### src/rtl/copy_engine_pkg.sv
`default_nettype none
`timescale 1ns/1ps
// +--------------------------------------------------------------------+
// | copy_engine_pkg: shared types and constants for the copy engine     |
// | rev 1.0                                                            |
// +--------------------------------------------------------------------+
package copy_engine_pkg;

  localparam int MEM_WORDS = 2048;

  localparam logic [1:0] SRC_OFS  = 2'd0;
  localparam logic [1:0] DST_OFS  = 2'd1;
  localparam logic [1:0] LEN_OFS  = 2'd2;
  localparam logic [1:0] CTRL_OFS = 2'd3;

  localparam int CTRL_START_BIT = 0;
  localparam int CTRL_IRQEN_BIT = 1;
  localparam int CTRL_CLEAR_BIT = 2;

  localparam int STAT_BUSY_BIT  = 0;
  localparam int STAT_DONE_BIT  = 1;
  localparam int STAT_IRQEN_BIT = 2;
  localparam int STAT_ERROR_BIT = 3;

  typedef enum logic [1:0] {
    ST_IDLE = 2'd0,
    ST_RD   = 2'd1,
    ST_LAT  = 2'd2,
    ST_WR   = 2'd3
  } state_e;

endpackage
`default_nettype wire

### src/rtl/copy_engine_csr.sv
`default_nettype none
`timescale 1ns/1ps
// +--------------------------------------------------------------------+
// | copy_engine_csr: register file, start/clear handling, range check   |
// | rev 1.0                                                            |
// +--------------------------------------------------------------------+
module copy_engine_csr
  import copy_engine_pkg::*;
#(
  parameter int MEM_AW = 11,
  parameter int LEN_W  = 12
) (
  input  logic              clk,
  input  logic              reset,
  input  logic [1:0]        csr_address,
  input  logic              csr_chipselect,
  input  logic              csr_read,
  input  logic              csr_write,
  input  logic [31:0]       csr_writedata,
  output logic [31:0]       csr_readdata,
  input  logic              busy,
  input  logic              fin,
  output logic [MEM_AW-1:0] src,
  output logic [MEM_AW-1:0] dst,
  output logic [LEN_W-1:0]  len,
  output logic              start,
  output logic              irq
);

  localparam int SUM_W = LEN_W + 1;

  logic [MEM_AW-1:0] src_q, src_d, dst_q, dst_d;
  logic [LEN_W-1:0]  len_q, len_d;
  logic              done_q, done_d, error_q, error_d, irq_en_q, irq_en_d;
  logic [31:0]       readdata_q, readdata_d;
  logic              wr_en, rd_en, ctrl_wr, start_req, in_range;
  logic [SUM_W-1:0]  src_end, dst_end;
  logic [31:0]       status;
  logic              unused_wdata;

  assign wr_en     = csr_chipselect & csr_write;
  assign rd_en     = csr_chipselect & csr_read;
  assign ctrl_wr   = wr_en && (csr_address == CTRL_OFS);
  assign start_req = ctrl_wr && csr_writedata[CTRL_START_BIT] && !busy;

  // Extra bit keeps base+length from wrapping before the bound compare.
  assign src_end  = SUM_W'(src_q) + SUM_W'(len_q);
  assign dst_end  = SUM_W'(dst_q) + SUM_W'(len_q);
  assign in_range = (src_end <= SUM_W'(MEM_WORDS)) && (dst_end <= SUM_W'(MEM_WORDS));

  assign start        = start_req && in_range && (len_q != '0);
  assign src          = src_q;
  assign dst          = dst_q;
  assign len          = len_q;
  assign irq          = done_q & irq_en_q;
  assign csr_readdata = readdata_q;
  assign unused_wdata = ^csr_writedata[31:LEN_W];

  always_comb begin
    status                 = '0;
    status[STAT_BUSY_BIT]  = busy;
    status[STAT_DONE_BIT]  = done_q;
    status[STAT_IRQEN_BIT] = irq_en_q;
    status[STAT_ERROR_BIT] = error_q;
  end

  always_comb begin
    src_d      = src_q;
    dst_d      = dst_q;
    len_d      = len_q;
    done_d     = done_q;
    error_d    = error_q;
    irq_en_d   = irq_en_q;
    readdata_d = readdata_q;

    if (wr_en && !busy) begin
      case (csr_address)
        SRC_OFS: src_d = csr_writedata[MEM_AW-1:0];
        DST_OFS: dst_d = csr_writedata[MEM_AW-1:0];
        LEN_OFS: len_d = csr_writedata[LEN_W-1:0];
        default: ;
      endcase
    end

    if (fin) done_d = 1'b1;

    // Placed after completion so a same-cycle clear leaves done at 0.
    if (ctrl_wr) begin
      irq_en_d = csr_writedata[CTRL_IRQEN_BIT];
      if (csr_writedata[CTRL_CLEAR_BIT]) begin
        done_d  = 1'b0;
        error_d = 1'b0;
      end
      if (start_req) begin
        if (!in_range) begin
          done_d  = 1'b1;
          error_d = 1'b1;
        end else begin
          done_d  = (len_q == '0);
          error_d = 1'b0;
        end
      end
    end

    if (rd_en) begin
      case (csr_address)
        SRC_OFS: readdata_d = 32'(src_q);
        DST_OFS: readdata_d = 32'(dst_q);
        LEN_OFS: readdata_d = 32'(len_q);
        default: readdata_d = status;
      endcase
    end
  end

  always_ff @(posedge clk) begin
    if (reset) begin
      src_q      <= '0;
      dst_q      <= '0;
      len_q      <= '0;
      done_q     <= 1'b0;
      error_q    <= 1'b0;
      irq_en_q   <= 1'b0;
      readdata_q <= '0;
    end else begin
      src_q      <= src_d;
      dst_q      <= dst_d;
      len_q      <= len_d;
      done_q     <= done_d;
      error_q    <= error_d;
      irq_en_q   <= irq_en_d;
      readdata_q <= readdata_d;
    end
  end

endmodule
`default_nettype wire

### src/rtl/onchip_memory_copy_engine.sv
`default_nettype none
`timescale 1ns/1ps
// +--------------------------------------------------------------------+
// | onchip_memory_copy_engine: CSR-programmed ascending word copier     |
// | rev 1.0                                                            |
// +--------------------------------------------------------------------+
module onchip_memory_copy_engine
  import copy_engine_pkg::*;
#(
  parameter int MEM_AW = 11,
  parameter int LEN_W  = 12
) (
  input  logic              clk,
  input  logic              reset,
  input  logic [1:0]        csr_address,
  input  logic              csr_chipselect,
  input  logic              csr_read,
  input  logic              csr_write,
  input  logic [31:0]       csr_writedata,
  output logic [31:0]       csr_readdata,
  output logic              irq,
  output logic [MEM_AW-1:0] mem_address,
  output logic [3:0]        mem_byteenable,
  output logic              mem_chipselect,
  output logic              mem_write,
  output logic [31:0]       mem_writedata,
  output logic              mem_clken,
  input  logic [31:0]       mem_readdata
);

  state_e            state_q, state_d;
  logic [MEM_AW-1:0] rd_ptr_q, rd_ptr_d, wr_ptr_q, wr_ptr_d;
  logic [LEN_W-1:0]  remaining_q, remaining_d;
  logic [31:0]       data_q, data_d;
  logic [MEM_AW-1:0] src, dst;
  logic [LEN_W-1:0]  len;
  logic              start, fin, busy;

  assign busy           = (state_q != ST_IDLE);
  assign mem_byteenable = 4'hF;
  assign mem_clken      = 1'b1;
  assign mem_writedata  = data_q;

  copy_engine_csr #(
    .MEM_AW(MEM_AW),
    .LEN_W (LEN_W)
  ) u_csr (
    .clk           (clk),
    .reset         (reset),
    .csr_address   (csr_address),
    .csr_chipselect(csr_chipselect),
    .csr_read      (csr_read),
    .csr_write     (csr_write),
    .csr_writedata (csr_writedata),
    .csr_readdata  (csr_readdata),
    .busy          (busy),
    .fin           (fin),
    .src           (src),
    .dst           (dst),
    .len           (len),
    .start         (start),
    .irq           (irq)
  );

  always_comb begin
    state_d        = state_q;
    rd_ptr_d       = rd_ptr_q;
    wr_ptr_d       = wr_ptr_q;
    remaining_d    = remaining_q;
    data_d         = data_q;
    fin            = 1'b0;
    mem_chipselect = 1'b0;
    mem_write      = 1'b0;
    mem_address    = rd_ptr_q;

    case (state_q)
      ST_IDLE: begin
        if (start) begin
          rd_ptr_d    = src;
          wr_ptr_d    = dst;
          remaining_d = len;
          state_d     = ST_RD;
        end
      end
      ST_RD: begin
        mem_chipselect = 1'b1;
        state_d        = ST_LAT;
      end
      ST_LAT: begin
        data_d  = mem_readdata;
        state_d = ST_WR;
      end
      ST_WR: begin
        mem_chipselect = 1'b1;
        mem_write      = 1'b1;
        mem_address    = wr_ptr_q;
        rd_ptr_d       = rd_ptr_q + MEM_AW'(1);
        wr_ptr_d       = wr_ptr_q + MEM_AW'(1);
        remaining_d    = remaining_q - LEN_W'(1);
        if (remaining_q == LEN_W'(1)) begin
          fin     = 1'b1;
          state_d = ST_IDLE;
        end else begin
          state_d = ST_RD;
        end
      end
      default: state_d = ST_IDLE;
    endcase
  end

  always_ff @(posedge clk) begin
    if (reset) begin
      state_q     <= ST_IDLE;
      rd_ptr_q    <= '0;
      wr_ptr_q    <= '0;
      remaining_q <= '0;
      data_q      <= '0;
    end else begin
      state_q     <= state_d;
      rd_ptr_q    <= rd_ptr_d;
      wr_ptr_q    <= wr_ptr_d;
      remaining_q <= remaining_d;
      data_q      <= data_d;
    end
  end

endmodule
`default_nettype wire
### config.mk
export PLATFORM = sky130hd
export DESIGN_NAME = onchip_memory_copy_engine
export DESIGN_NICKNAME = d
export VERILOG_FILES = /design/src/rtl/copy_engine_pkg.sv /design/src/rtl/copy_engine_csr.sv /design/src/rtl/onchip_memory_copy_engine.sv
export SDC_FILE = /design/constraint.sdc
export NUM_CORES = 1
export LEC_CHECK = 0
export CORE_MARGIN = 2
export CORE_UTILIZATION = 47
export CTS_BUF_LIST = sky130_fd_sc_hd__clkbuf_16
export DETAILED_ROUTE_END_ITERATION = 10
export MAX_ROUTING_LAYER = met4
export PLACE_DENSITY_LB_ADDON = 0.2
export SLEW_MARGIN = 20
export SYNTH_ARGS = -nofsm -noshare
export SYNTH_HDL_FRONTEND = slang
export SYNTH_HIERARCHICAL = 1
export SYNTH_SLANG_ARGS = --single-unit
### constraint.sdc
create_clock -name clk -period 3.7 [get_ports clk]
set_input_delay 0.925 -clock clk [delete_from_list [all_inputs] [get_ports clk]]
set_output_delay 0.925 -clock clk [all_outputs]
set_load 0.1 [all_outputs]
==> impl_summary.md <==
Yosys
The total standard cell area after synthesis is 0.00697 mm2. Of the post-synthesis cell area, the part taken by muxes is 12.7%. The distinct cell type count after synthesis is 80. The post-synthesis adder-cell area fraction is 5.96%.

The flip-flop and latch count after synthesis is 117. Of all cell types, the one taking the most synthesized area is sky130_fd_sc_hd__dfxtp_1. In the post-synthesis netlist, the biggest area contributors are sky130_fd_sc_hd__dfxtp_1 (34%), sky130_fd_sc_hd__mux2i_1 (9.8%), sky130_fd_sc_hd__nor2_1 (5.7%), sky130_fd_sc_hd__ha_1 (5.4%), sky130_fd_sc_hd__a21oi_1 (4.8%). Yosys mapped a number of flops with a built-in enable equal to 0. The number of warnings reported in the yosys synthesis log is 6.

In the synthesized netlist the dominant register cell turns out to be sky130_fd_sc_hd__dfxtp_1. In the post-synthesis netlist, the cell with the most instances is sky130_fd_sc_hd__dfxtp_1. After synthesis, the largest family of logic cells by area is simple AND/OR/NAND/NOR gates. The synthesized netlist devotes 20.3% of its cell area to simple gates. The sequential cell area fraction in the yosys report is 33.6%. Counting instances in the post-synthesis netlist gives the leading cell types as sky130_fd_sc_hd__dfxtp_1 (117), sky130_fd_sc_hd__nor2_1 (106), sky130_fd_sc_hd__nand2_1 (71). The area share of xor/xnor cells in the synthesized design is 0.377%. The fraction of synthesized cell area taken by the top area cell type is 33.6%.

The average cell area after synthesis is 8.42 um2. The proportion of synthesized flip-flops having asynchronous set or reset is 0%. The post-synthesis compound-gate area fraction is 19.8%. The synthesized instance count is 827.

Route
The first detailed-routing pass took 6 iterations. The final routed wire length divided by cell count is 17.9 um. Once detail routing completed, the nets flagged for antenna violations numbered 0.

The first-iteration detailed-routing DRC count is 668. The DRC violation count after routing is 0. The detailed-route vias per instance is 5.81. The total via count in the routed design is 6807. Wires add up to 21000 um.

Floorplanning
Measured along the y axis, the die boundary spans 126 um. Row generation in the floorplan step produced 44 rows. The die covers 0.0158 mm2. The placeable core area is 0.0145 mm2.

During I/O placement, the number of pins put on the boundary was 154. The starting utilization of the core area is 48.1%. Measured along the x axis, the die boundary spans 126 um.

Place
The post-place instance area is 0.00834 mm2. The detailed placement HPWL is 14600 um. Including well taps, the total number of placed cells is 1126. Prior to clock tree synthesis, the placed netlist has a worst setup slack of -3.46 ps.

The placer congestion estimate is 0.969. The number of port buffers is 108.

Layout
The finished cells cover 0.00922 mm2. The area growth from synthesis to layout is 32.4%. The share of post-route cells with drive strength above 1 is 17.5%. The finished layout holds 1172 standard cells, fillers aside. The number of fillers in the final layout is 1256. The layout net count is 1077.

Critical path
The slowest stage of the critical path belongs to the cell sky130_fd_sc_hd__fa_2. The path depth of the worst reg2reg path is 18. The arrival time reported for the critical path endpoint is 4020 ps.

The startpoint identified for the worst register-to-register timing path is u_csr/len[0]$_SDFFE_PP0P_. The highest net fanout along the worst path is 6. The delay of the slowest cell on the worst path is 380 ps. The most critical setup path has its startpoint at u_csr/len[0]$_SDFFE_PP0P_. The critical path startpoint category is a flip-flop. The slack of the worst reg-to-reg path is 20 ps. The signal on the critical path passes through ha_4, fa_2, a21oi_2, o211ai_1, and3_1, o32a_1, a311oi_2, a21o_1, nor2_2, nor2_2, nor4b_4, buf_4, mux2_4, buf_8, buf_6, and3_4, a21oi_2, o22ai_1. In this run the critical register-to-register path is captured at remaining_q[10]$_SDFFE_PP0P_. The kind of critical path is reg2reg.

At the worst endpoint, the required time is 4040 ps. The endpoint class of the critical path is a flip-flop. In this run the worst setup path terminates at remaining_q[10]$_SDFFE_PP0P_.

Timing
At the pin with the least slew margin, the transition time is 1020 ps. Measured against its own limit, the worst slew margin works out to 32.1%. Between clock sinks in the finished design, the worst skew comes to 8.74 ps. Setup violations remaining at the end of the flow were counted as 0. The final period demand of the worst path is 3680 ps.

The number of slew-limit violations in the final report came to 0. The final worst slack is 23.0 ps. Setup repair after global routing could not meet its margin everywhere. Dividing the final minimum period by the clock period gives 99.4%.

The number of hold violations in the final report is 0. The highest achievable clock rate is 272 MHz.

CTS
The tree is rooted in a sky130_fd_sc_hd__clkbuf_16. The number of H-tree branching levels is 4. For this design, the sink count on the clock tree is 117. The maximum buffer depth of the clock tree is 2. TritonCTS built the clock tree. Clock latency on the worst-skew pair, taken at its later pin, is 410 ps. The clock input transition at the sequential cells of the worst setup and hold paths is 60 ps.

The number of clock buffers added by TritonCTS is 17. After clock tree synthesis, the flow added hold-fix buffers numbering 0.

Run
The count of max-cap constraint violations is 0.

GRT
The overall fraction of global-route tracks in use is 26.4%. The number of antenna violations at the first check in global routing is 1. The number of global-route vias before repair came to 6196. The pin count of the biggest net entering global routing is 71.

For this run the aggregate overflow at the end of global routing stands at 0. The wire length of the first global-routing pass is 32700 um.

Power
For this design the static power due to leakage is 3.66 nW. The worst voltage drop across the vdd grid is 0.288 mV. For this design the ratio of total power to cell area is 397 mW/mm2.

After layout, the design draws a total of 3.66 mW.

Worst hold path
The path class of the tightest hold or removal check is reg2reg.

Outcome
The flow ran to the end, and the final reports show no timing, DRC or antenna violations.
-- worst min path at each step --
stage,from,to,cells after the start
after global placement,u_csr/csr_readdata[2]$_SDFFE_PP0P_,u_csr/csr_readdata[2]$_SDFFE_PP0P_,2
after CTS,u_csr/csr_readdata[2]$_SDFFE_PP0P_,u_csr/csr_readdata[2]$_SDFFE_PP0P_,2
after floorplan,u_csr/error_q$_SDFFE_PP0P_,u_csr/error_q$_SDFFE_PP0P_,2
after global routing,u_csr/csr_readdata[11]$_SDFFE_PP0P_,u_csr/csr_readdata[11]$_SDFFE_PP0P_,2
after detailed placement,u_csr/csr_readdata[11]$_SDFFE_PP0P_,u_csr/csr_readdata[11]$_SDFFE_PP0P_,2
final,u_csr/csr_readdata[2]$_SDFFE_PP0P_,u_csr/csr_readdata[2]$_SDFFE_PP0P_,2
-- final cells by class --
| class | count | area (um2) | share of cell area, % |
|---|---|---|---|
| Antenna cell | 1 | 2.50 | 0.0271 |
| Inverter | 17 | 63.8 | 0.692 |
| Sequential cell | 117 | 2350 | 25.5 |
| Clock buffer | 17 | 425 | 4.61 |
| Clock inverter | 15 | 146 | 1.59 |
| Tap cell | 184 | 230 | 2.50 |
| Timing Repair Buffer | 177 | 1630 | 17.6 |
| Multi-Input combinational cell | 644 | 4370 | 47.4 |
-- cells by family after synthesis --
| family | Yosys count |
|---|---|
| and+or+nand+nor | 295 |
| AOI/OAI and AO/OA | 207 |
| DFF | 117 |
| buffers and inverters | 89 |
| muxes | 82 |
| adders and majority gates | 32 |
| xor gates and xnor gates | 3 |
| other | 2 |
-- report_power, final --
group / leakage (nW) / switching, mW / internal, mW / total, mW
registers: 0.948 / 0.0321 / 1.29 / 1.32
clock network: 0.291 / 0.573 / 1.04 / 1.61
logic: 2.42 / 0.489 / 0.236 / 0.725
total: 3.66 / 1.09 / 2.56 / 3.66
-- state kept, by name (all words and copies together) (netlist names) --
| signal | count |
|---|---|
| mem_writedata | 32 |
| remaining_q | 12 |
| u_csr/csr_readdata | 12 |
| u_csr/len | 12 |
| rd_ptr_q | 11 |
| u_csr/dst | 11 |
| u_csr/src | 11 |
| wr_ptr_q | 11 |
| state_q | 2 |
| u_csr/done_q | 1 |
| u_csr/error_q | 1 |
| u_csr/irq_en_q | 1 |
-- layer usage --
metal	global-route usage (%)	vias up	share of wire [%]
met1	36.1	3183	45
met4	8.34	0	2.5
met5	-	-	0
li1	-	3251	-
met3	5.99	55	7.7
met2	39.0	318	45
-- worst max-delay path, delay by kind of cell, from the launching register on --
kind	cells	cell delay [ps]
simple gates	5	810
buf+inv	3	430
mux	1	210
fa+ha+maj	2	550
compound gates	7	1230
flops	1	360
-- layout by cell type (no fill, tap or decap), drive strengths merged, types with 10 or more instances in the layout --
cell type	instances
a211oi	17
a21oi	68
buf	83
clkbuf	18
clkdlybuf4s50	93
conb	25
dfxtp	117
ha	30
inv	19
mux2i	69
nand2	71
nand3	18
nor2	106
nor2b	12
nor3	24
o21ai	42
o22ai	10
-- per-stage QoR --
step	TNS [ps]	util (%)	hold slack, ps
5_1_grt	-272	63.7	477
6_report	0	63.7	455
3_3_place_gp	0	57.6	445
4_1_cts	0	61.6	458
3_5_place_dp	-3.46	57.6	448
2_1_floorplan	-409	-	432
-- repair_timing --
action / 4_1_cts / 5_1_grt
endpoints found under the setup margin: 8 / 34
gates resized for setup: 1 / 46
pin swaps: 0 / 22
endpoints found under the hold margin: 0 / 0
gates cloned: 0 / 2
buffers inserted: 0 / 11
Power figures use the tool's default switching activity.
